`src/rtl/ps2_scan_decoder.sv`:
```
// PS/2 keyboard receiver: deframes 11-bit frames and folds E0/F0 prefixes
// into make/break and extended flags on a single-cycle valid pulse.
module ps2_scan_decoder #(
    parameter int TIMEOUT_CYCLES = 50000,
    parameter int SYNC_STAGES    = 2
) (
    input  logic       clk,
    input  logic       reset,
    input  logic       ps2Clk,
    input  logic       ps2Data,
    output logic       valid,
    output logic       makeBreak,
    output logic [7:0] outCode,
    output logic       extended,
    output logic       frameErr
);

    localparam int TW = $clog2(TIMEOUT_CYCLES + 1);
    localparam logic [TW-1:0] TO_MAX = TW'(TIMEOUT_CYCLES - 1);

    typedef enum logic [1:0] {
        IDLE,
        DATA,
        PARITY,
        STOP
    } state_t;

    state_t state_q, state_d;

    logic [SYNC_STAGES-1:0] clk_sync_q, clk_sync_d;
    logic [SYNC_STAGES-1:0] data_sync_q, data_sync_d;
    logic                   clk_prev_q, clk_prev_d;
    logic [2:0]             bit_cnt_q, bit_cnt_d;
    logic [7:0]             shift_q, shift_d;
    logic                   par_q, par_d;
    logic [TW-1:0]          to_cnt_q, to_cnt_d;
    logic                   brk_pend_q, brk_pend_d;
    logic                   ext_pend_q, ext_pend_d;
    logic                   valid_q, valid_d;
    logic                   err_q, err_d;
    logic [7:0]             code_q, code_d;
    logic                   mb_q, mb_d;
    logic                   ext_q, ext_d;

    logic clk_s;
    logic data_s;
    logic fall;
    logic timeout;

    assign clk_s  = clk_sync_q[SYNC_STAGES-1];
    assign data_s = data_sync_q[SYNC_STAGES-1];
    assign fall   = clk_prev_q & ~clk_s;

    assign valid     = valid_q;
    assign frameErr  = err_q;
    assign outCode   = code_q;
    assign makeBreak = mb_q;
    assign extended  = ext_q;

    always_comb begin
        clk_sync_d  = {clk_sync_q[SYNC_STAGES-2:0], ps2Clk};
        data_sync_d = {data_sync_q[SYNC_STAGES-2:0], ps2Data};
        clk_prev_d  = clk_s;
        state_d     = state_q;
        bit_cnt_d   = bit_cnt_q;
        shift_d     = shift_q;
        par_d       = par_q;
        to_cnt_d    = to_cnt_q;
        brk_pend_d  = brk_pend_q;
        ext_pend_d  = ext_pend_q;
        valid_d     = 1'b0;
        err_d       = 1'b0;
        code_d      = code_q;
        mb_d        = mb_q;
        ext_d       = ext_q;

        // Watchdog only runs between falling edges of an open frame
        if (state_q == IDLE || fall) begin
            to_cnt_d = '0;
        end else if (to_cnt_q != TO_MAX) begin
            to_cnt_d = to_cnt_q + 1'b1;
        end
        timeout = (state_q != IDLE) && !fall && (to_cnt_q == TO_MAX);

        unique case (state_q)
            IDLE: begin
                if (fall && !data_s) begin
                    state_d   = DATA;
                    bit_cnt_d = '0;
                end
            end
            DATA: begin
                if (fall) begin
                    shift_d   = {data_s, shift_q[7:1]};
                    bit_cnt_d = bit_cnt_q + 1'b1;
                    if (bit_cnt_q == 3'd7) begin
                        state_d = PARITY;
                    end
                end
            end
            PARITY: begin
                if (fall) begin
                    par_d   = data_s;
                    state_d = STOP;
                end
            end
            STOP: begin
                if (fall) begin
                    state_d = IDLE;
                    if (data_s && (^shift_q ^ par_q)) begin
                        if (shift_q == 8'hF0) begin
                            brk_pend_d = 1'b1;
                        end else if (shift_q == 8'hE0) begin
                            ext_pend_d = 1'b1;
                        end else begin
                            valid_d    = 1'b1;
                            code_d     = shift_q;
                            mb_d       = ~brk_pend_q;
                            ext_d      = ext_pend_q;
                            brk_pend_d = 1'b0;
                            ext_pend_d = 1'b0;
                        end
                    end else begin
                        err_d      = 1'b1;
                        brk_pend_d = 1'b0;
                        ext_pend_d = 1'b0;
                    end
                end
            end
            default: state_d = IDLE;
        endcase

        if (timeout) begin
            state_d    = IDLE;
            err_d      = 1'b1;
            brk_pend_d = 1'b0;
            ext_pend_d = 1'b0;
        end
    end

    always_ff @(posedge clk) begin
        if (reset) begin
            // Line idles high, so preload ones to avoid a phantom edge
            clk_sync_q  <= '1;
            data_sync_q <= '1;
            clk_prev_q  <= 1'b1;
            state_q     <= IDLE;
            bit_cnt_q   <= '0;
            shift_q     <= '0;
            par_q       <= 1'b0;
            to_cnt_q    <= '0;
            brk_pend_q  <= 1'b0;
            ext_pend_q  <= 1'b0;
            valid_q     <= 1'b0;
            err_q       <= 1'b0;
            code_q      <= 8'h00;
            mb_q        <= 1'b0;
            ext_q       <= 1'b0;
        end else begin
            clk_sync_q  <= clk_sync_d;
            data_sync_q <= data_sync_d;
            clk_prev_q  <= clk_prev_d;
            state_q     <= state_d;
            bit_cnt_q   <= bit_cnt_d;
            shift_q     <= shift_d;
            par_q       <= par_d;
            to_cnt_q    <= to_cnt_d;
            brk_pend_q  <= brk_pend_d;
            ext_pend_q  <= ext_pend_d;
            valid_q     <= valid_d;
            err_q       <= err_d;
            code_q      <= code_d;
            mb_q        <= mb_d;
            ext_q       <= ext_d;
        end
    end

endmodule

```
`config.mk`:
```
export PLATFORM = sky130hd
export DESIGN_NAME = ps2_scan_decoder
export DESIGN_NICKNAME = d
export VERILOG_FILES = /design/src/rtl/ps2_scan_decoder.sv
export SDC_FILE = /design/constraint.sdc
export NUM_CORES = 1
export LEC_CHECK = 0
export BUFFER_PORTS_ARGS = -buffer_cell sky130_fd_sc_hd__buf_2
export CAP_MARGIN = 20
export CORE_ASPECT_RATIO = 0.7
export CORE_UTILIZATION = 59
export DETAILED_ROUTE_END_ITERATION = 12
export PLACE_DENSITY_LB_ADDON = 0.15
export SYNTH_ARGS = -nofsm -noshare
export SYNTH_HDL_FRONTEND = slang
export SYNTH_SLANG_ARGS = --single-unit
```
`constraint.sdc`:
```
create_clock -name clk -period 2.4 [get_ports clk]
set_clock_uncertainty 0.1 [all_clocks]
set_input_delay 0.24 -clock clk [delete_from_list [all_inputs] [get_ports clk]]
set_output_delay 0.24 -clock clk [all_outputs]
set_load 0.01 [all_outputs]
```
Word level (Yosys, flattened, before mapping)
Index checks and enable logic that the tools add are counted. W data, S select, Z words.

Flip-flop bits (word level): 49. Output and inout bits: 12.

Add/sub/neg operators: 2. Equality and inequality tests: 15. Muxes and demuxes: 20. Bitwise logic cells: 9. Reduce and logical (&&, ||, !) cells: 21.

Operators by type and width (count): $add A16 B1 Y16 const B (1); $eq A16 B16 Y1 const B (1); $eq A8 B8 Y1 const B (2); $ne A16 B16 Y1 const B (1); $mux W1 (11); $mux W2 (5); $ne A2 B2 Y1 const B (5); $reduce_and A5 Y1 (2); $reduce_and A3 Y1 (3); $pmux W2 S4 (1); $reduce_xor A8 Y1 (1); $not A1 Y1 (7); $mux W3 (2); $pmux W3 S2 (1); $reduce_or A5 Y1 (1); $eq A2 B2 Y1 const B (2); $logic_and A1 B1 Y1 (4); $reduce_and A2 Y1 (2); $reduce_bool A2 Y1 (2); $reduce_or A2 Y1 (2); $add A3 B1 Y3 const B (1); $eq A3 B3 Y1 const B (1); $ne A3 B3 Y1 const B (1); $eq A2 B1 Y1 const B (1); other kinds (6) (7).

Logic depth before layout (Yosys ltp)
Gate-level depths: netlist of run 1.

Depth in word-level cells: 7. Gate-level depth with buffers: 7. Depth with buffers taken out: 6.

Least setup slack after synthesis of run 1
Ideal clock, no wire load.

Path kind: register to register. From: register shift_q[4]. To: register mb_q, in the netlist makeBreak. Library setup time: 0.070 ns. Data arrival time: 1.853 ns. Required time: 2.230 ns. Setup slack: 0.377 ns. Cell stages (with the launch flop): 7. Path through: dfxtp_1 inv_1 ha_1 xnor3_2 xnor2_2 or4_1 a21oi_1.

Cells in the longest elaborated chain, start to end: 4.

Ends and longest elaborated chain: start, declared (RTL line 34) `logic [7:0] shift_q, shift_d;`; start signal, assigned (RTL line 165) `shift_q <= shift_d;`; $reduce_xor A8 Y1 (RTL line 110) `if (data_s && (^shift_q ^ par_q)) begin`; $xor A1 B1 Y1 (RTL line 110); $logic_and A1 B1 Y1 (RTL line 110); $reduce_and A5 Y1 (no source line) (*); end signal, assigned (RTL line 173) `mb_q <= mb_d;`; end, declared (RTL line 42) `logic mb_q, mb_d;`.

Mark *: on every way between the ends. The rest lies on a longest branch, timed or not. A chain may end at the register's enable or synchronous reset.

Worst setup path after layout of run 1
From: register shift_q[4]. To: register code_q[0], in the netlist outCode[0].

Cells in the longest elaborated chain, start to end: 4.

Ends and longest elaborated chain: $reduce_xor A8 Y1 (RTL line 110); $xor A1 B1 Y1 (RTL line 110); $logic_and A1 B1 Y1 (RTL line 110); $reduce_and A5 Y1 (no source line) (*); end signal, assigned (RTL line 172) `code_q <= code_d;`; end, declared (RTL line 41) `logic [7:0] code_q, code_d;`.

Marked as above.

==> results of run 1 <==
==> metrics by stage <==
step           utilization (%)  cell area, sq um  cells
2_1_floorplan                -              2330    256
3_3_place_gp              67.0              2440    316
3_5_place_dp              67.0              2440    316
4_1_cts                   69.2              2530    324
5_1_grt                   69.5              2540    324
6_report                  69.5              2540    324
==> metal layers <==
layer	track usage (%)	vias up	wire length (um)
met1	37.2	859	2470
li1	-	940	-
met5	0	-	0
met3	5.00	5	275
met4	5.66	0	36
met2	30.5	46	1790
==> flip-flops by register name, summed over array words and instances, names as in the netlist <==
name / flops
outCode: 8
state_q: 2
clk_sync_q: 2
to_cnt_q: 16
frameErr: 1
ext_pend_q: 1
brk_pend_q: 1
shift_q: 8
valid: 1
clk_prev_q: 1
extended: 1
data_sync_q: 2
bit_cnt_q: 3
par_q: 1
makeBreak: 1
==> worst register-to-register path: stages (launching register included) <==
cell and delay (ns):
dfxtp_1 0.40, inv_1 0.06, ha_1 0.31, xnor3_2 0.43
xor2_1 0.36, buf_4 0.21, nand4_1 0.14, a21oi_1 0.17
==> synthesized netlist by cell type (6+ instances only) <==
cell type | n | area [sq um]
clkbuf_1 | 7 | 26.3
ha_1 | 12 | 150
mux2i_1 | 6 | 60.1
xnor2_1 | 11 | 96.3
a21oi_1 | 27 | 135
dfxtp_1 | 49 | 981
nand2_1 | 15 | 56.3
inv_1 | 12 | 45.0
nand3_1 | 14 | 70.1
o31ai_1 | 11 | 82.6
nor2_1 | 20 | 75.1
nand2b_1 | 8 | 50.1
nand4_1 | 14 | 87.6
==> power breakdown <==
| group | internal (mW) | switching, mW | leakage, nW | total, mW |
|---|---|---|---|---|
| logic | 0.0798 | 0.143 | 0.486 | 0.223 |
| registers | 0.832 | 0.0208 | 0.396 | 0.853 |
| clock network | 0.203 | 0.271 | 0.0450 | 0.473 |
==> layout make-up <==
type | instances | area, sq um
sequential | 49 | 981
fill | 331 | 1110
clock inverter | 2 | 10.0
inverter | 12 | 45.0
multi-input combinational | 183 | 1240
timing repair buffer | 22 | 128
clock buffer | 6 | 72.6
tap | 50 | 62.6
==> cell families (layout without fill, tap and decap cells) <==
logic type / count (synthesis) / in the layout / synth area share [%]
AOI/OAI and AO/OA: 47 / 47 / 12.2
xor gates and xnor gates: 16 / 16 / 7.77
adders and majority gates: 12 / 12 / 6.43
buffers and inverters: 24 / 42 / 5.41
DFF: 49 / 49 / 42.0
muxes: 6 / 6 / 2.57
and+or+nand+nor: 102 / 102 / 23.6
==> cell usage in the layout, fill, tap and decap left out, types with 3 or more instances in the layout <==
cell,n
or3_1,3
nor2_1,20
nor3_1,5
a21o_1,3
dfxtp_1,49
mux2i_1,6
nor4_1,5
buf_4,7
or2_2,5
o21ai_0,3
o31ai_1,11
xnor2_1,11
nand2_1,15
a21oi_1,27
inv_1,12
nand4_1,14
buf_2,15
nand3_1,14
ha_1,12
nand2b_1,8
clkbuf_8,5
==> worst max-delay path by stage <==
stage	endpoint	slack [ns]	cells after the start
after global placement	makeBreak$_SDFFE_PP0P_	0.19	6
final	outCode[0]$_SDFFE_PP0P_	0.15	7
after floorplan	makeBreak$_SDFFE_PP0P_	0.38	6
after CTS	makeBreak$_SDFFE_PP0P_	0.13	6
after detailed placement	makeBreak$_SDFFE_PP0P_	0.15	6
after global routing	outCode[5]$_SDFFE_PP0P_	0.02	7
==> results.cfg, run 1 <==
[cells_and_area]
final_net_count = 289
drive_gt1_share_pct = 15.0
num_antenna_cells = 0
area_growth_syn_to_layout_pct = 8.68

[clock_network]
cts_num_sinks = 49
clockBufferDepth = 2
cts.clk_slew.worst_paths_ns = 0.09
cts_tree = done
htreeDepth = 2
cts_root_buffer = clkbuf_8
postCtsSetupBuffers = 0
cts_buffers = 5
cts_resized = 0
clock_latency_ns = 0.30
postCtsHoldBufs = 0

[worst_setup_path]
cp_num_buf_inv = 2
rr_worst_depth = 7
path_cells = inv_1 -> ha_1 -> xnor3_2 -> xor2_1 -> buf_4 -> nand4_1 -> a21oi_1
start_kind = register
max_stage_delay_ns = 0.43
crit_start = shift_q[4]$_SDFFE_PP0P_
worst_ep_arrival_time_ns = 2.38
regToRegSetupSlack_ns = 0.15
crit_path_top_delay_cell = xnor3_2
crit_fanout = 5
critPathKind = register to register
path_delay_family = XOR/XNOR gates
worstReg2RegEnd = outCode[0]$_SDFFE_PP0P_
r2r_start = shift_q[4]$_SDFFE_PP0P_
cp.required_ns = 2.53
end_kind = register

[floorplan]
io-pin-count = 16
die_x_um = 77.2
coreArea_sq_um = 3650
rows = 18
initial_utilization_pct = 64.0
die_h_um = 54.6
dieArea_sq_um = 4220

[global_route]
antenna_found_initial = 0
grt-ovfl-total = 0
track_usage_pct = 23.3
grt_max_degree = 31
grt_pass1_wl_um = 7380
grt_pass1_vias = 1506

[routing]
first_pass_iters = 4
wirelength_um = 4570
via_per_inst = 5.71
wl_per_cell_um = 14.1
drcViolationCount = 0
vias = 1850
drt_iter0_markers = 119
ant_nets = 0

[job]
drv_cap = 0

[hold_path]
min_to = data_sync_q[0]$_SDFF_PP1_
hp-class = input pin to register
hp-start = ps2Data
min_path_cells = 2

[pwr]
finalPower_mw = 1.55
leakagePower_nw = 0.926
ir_drop_mv = 0.526
power_density_nw_per_um2 = 611

[sta]
slew_viol_final = 0
rsz0062_at_grt = false
period_minus_slack_ns = 2.25
setup_viol = 0
min_period_over_period_pct = 93.6
setup-tns-final_ns = 0
setup_slack_ns = 0.153
hold_viol = 0
maxSlewHeadroom_pct = 65.3
worst_pin_slew_ns = 0.520
fmax_mhz = 445
hold_slack_ns = 0.0191

[place]
dp_slack_ns = 0.149
io_buffers = 15
place_hpwl_um = 3200
gp_routability_congestion = 0.877

[outcome]
status = completed

[synthesis]
synth.yosys.warnings = 0
synth_cell_types = 38
syn_nets = 272
syn_avg_cell_area_sq_um = 9.12
syn_area_sq_um = 2330
synthFlopType = dfxtp_1
synthCells = 256
synth_seq_cells = 49
synth_edf_count = 0
ys_seq_area_share_pct = 42.0
synthArstFlopShare_pct = 0
Note: power is estimated with default switching activity, not from simulation.
==> inputs of run 2 (changes only) <==
BUFFER_PORTS_ARGS = not set   (was -buffer_cell sky130_fd_sc_hd__buf_2)
CORE_UTILIZATION = 62   (was 59)
DONT_BUFFER_PORTS = 1   (was not set)
==> results.cfg, run 2 (synthesis results as in run 1) <==
[outcome]
status = completed

[global_route]
antenna_found_initial = 0
grt-ovfl-total = 0
grt_pass1_wl_um = 6700
grt_max_degree = 30
track_usage_pct = 22.5
grt_pass1_vias = 1459

[cells_and_area]
final_net_count = 275
regArea_sq_um = 981
area_growth_syn_to_layout_pct = 6.91
largest_reg_flops = 16
multi_input_area_sq_um = 1240
layout_common_cells = dfxtp_1 (49), a21oi_1 (27), nor2_1 (20)
nFillCells = 294
post-route-util_pct = 70.1
drive_gt1_share_pct = 9.62
num_antenna_cells = 0
regMostFlops = to_cnt_q
final_common_cell = dfxtp_1

[sta]
setup-tns-final_ns = 0
period_minus_slack_ns = 2.24
fmax_mhz = 446
slew_viol_final = 0
min_period_over_period_pct = 93.5
rsz0062_at_grt = false
setup_viol = 0
maxSlewHeadroom_pct = 31.3
worst_pin_slew_ns = 1.03
hold_viol = 0

[clock_network]
cts_root_buffer = clkbuf_8
htreeDepth = 2
cts.clk_slew.worst_paths_ns = 0.09
clock_latency_ns = 0.30
cts_num_sinks = 49
cts_buffers = 5
clockBufferDepth = 2
cts_tree = done

[floorplan]
coreArea_sq_um = 3560
io-pin-count = 16
initial_utilization_pct = 65.6
dieArea_sq_um = 4020
rows = 18
die_x_um = 75.3
die_h_um = 53.3

[routing]
ant_nets = 0
wirelength_um = 4350
drt_iter0_markers = 121
vias = 1767
via_per_inst = 5.70
first_pass_iters = 4
wl_per_cell_um = 14.0
drcViolationCount = 0

[worst_setup_path]
start_kind = register
r2r_start = shift_q[4]$_SDFFE_PP0P_
crit_start = shift_q[4]$_SDFFE_PP0P_
crit_fanout = 14
cp.required_ns = 2.53
critPathKind = register to register
end_kind = register
worst_ep_arrival_time_ns = 2.38

[pwr]
finalPower_mw = 1.60
leakagePower_nw = 0.859
ir_drop_mv = 0.562
power_density_nw_per_um2 = 642

[hold_path]
hp-start = reset
hp-class = input pin to register

[place]
io_buffers = 0
gp_routability_congestion = 0.802
place_hpwl_um = 2910

[job]
drv_cap = 0
run 2: cell count changes in the layout (fill, tap and decap cells not counted), sizes merged:
cell         before  now
clkbuf            6    7
buf              22    5
dlygate4sd3       0    3
clkinv            2    1
run 2: routing by layer:
metal	part of all wire (%)	wire length, um	track usage [%]
met3	3.4	150	5.90
met1	57	2470	34.7
met4	1.4	61	9.88
met2	38	1660	28.1
met5	0	0	0
run 2: power by group:
group,total (mW),internal [mW],switching [mW]
Sequential,0.853,0.832,0.0208
Clock,0.527,0.261,0.266
Combinational,0.222,0.0804,0.142
Total,1.60,1.17,0.428
run 2: final cells by class:
| type | instances | share of cell area, % |
|---|---|---|
| Inverter | 12 | 1.80 |
| Timing Repair Buffer | 8 | 2.71 |
| Sequential cell | 49 | 39.3 |
| Clock inverter | 1 | 0.201 |
| Multi-Input combinational cell | 183 | 49.6 |
| Tap cell | 50 | 2.51 |
| Clock buffer | 7 | 3.86 |
run 2: per-stage QoR:
step | area, sq um | setup slack (ns) | cells | hold slack, ns
2_1_floorplan | 2330 | 0.377 | 256 | 0.244
3_3_place_gp | 2350 | 0.212 | 299 | 0.213
3_5_place_dp | 2350 | 0.142 | 299 | 0.214
4_1_cts | 2480 | 0.128 | 310 | 0.0521
5_1_grt | 2500 | 0.0464 | 310 | 0.0709
6_report | 2500 | 0.156 | 310 | 0.0648
run 2: path summary, 6_finish.rpt:
path                               to  slack (ns)  cells past startpoint
max reg2reg    makeBreak$_SDFFE_PP0P_        0.16                      6
min reg2reg  clk_sync_q[1]$_SDFF_PP1_        0.32                      1
min           ext_pend_q$_SDFFE_PP0P_        0.06                      2
max            makeBreak$_SDFFE_PP0P_        0.16                      6
run 2: timing repair:
action	4_1_cts	5_1_grt
setup buffers	0	0
setup endpoints to repair	0	1
hold endpoints to repair	29	0
hold buffers	3	0
resized for setup	0	1
run 2: worst max-delay path, cell delays in order (launching register included):
cell	delay (ns)
dfxtp_1	0.41
inv_1	0.06
ha_1	0.31
xnor3_2	0.43
xnor2_4	0.23
or4_1	0.50
a21oi_1	0.13
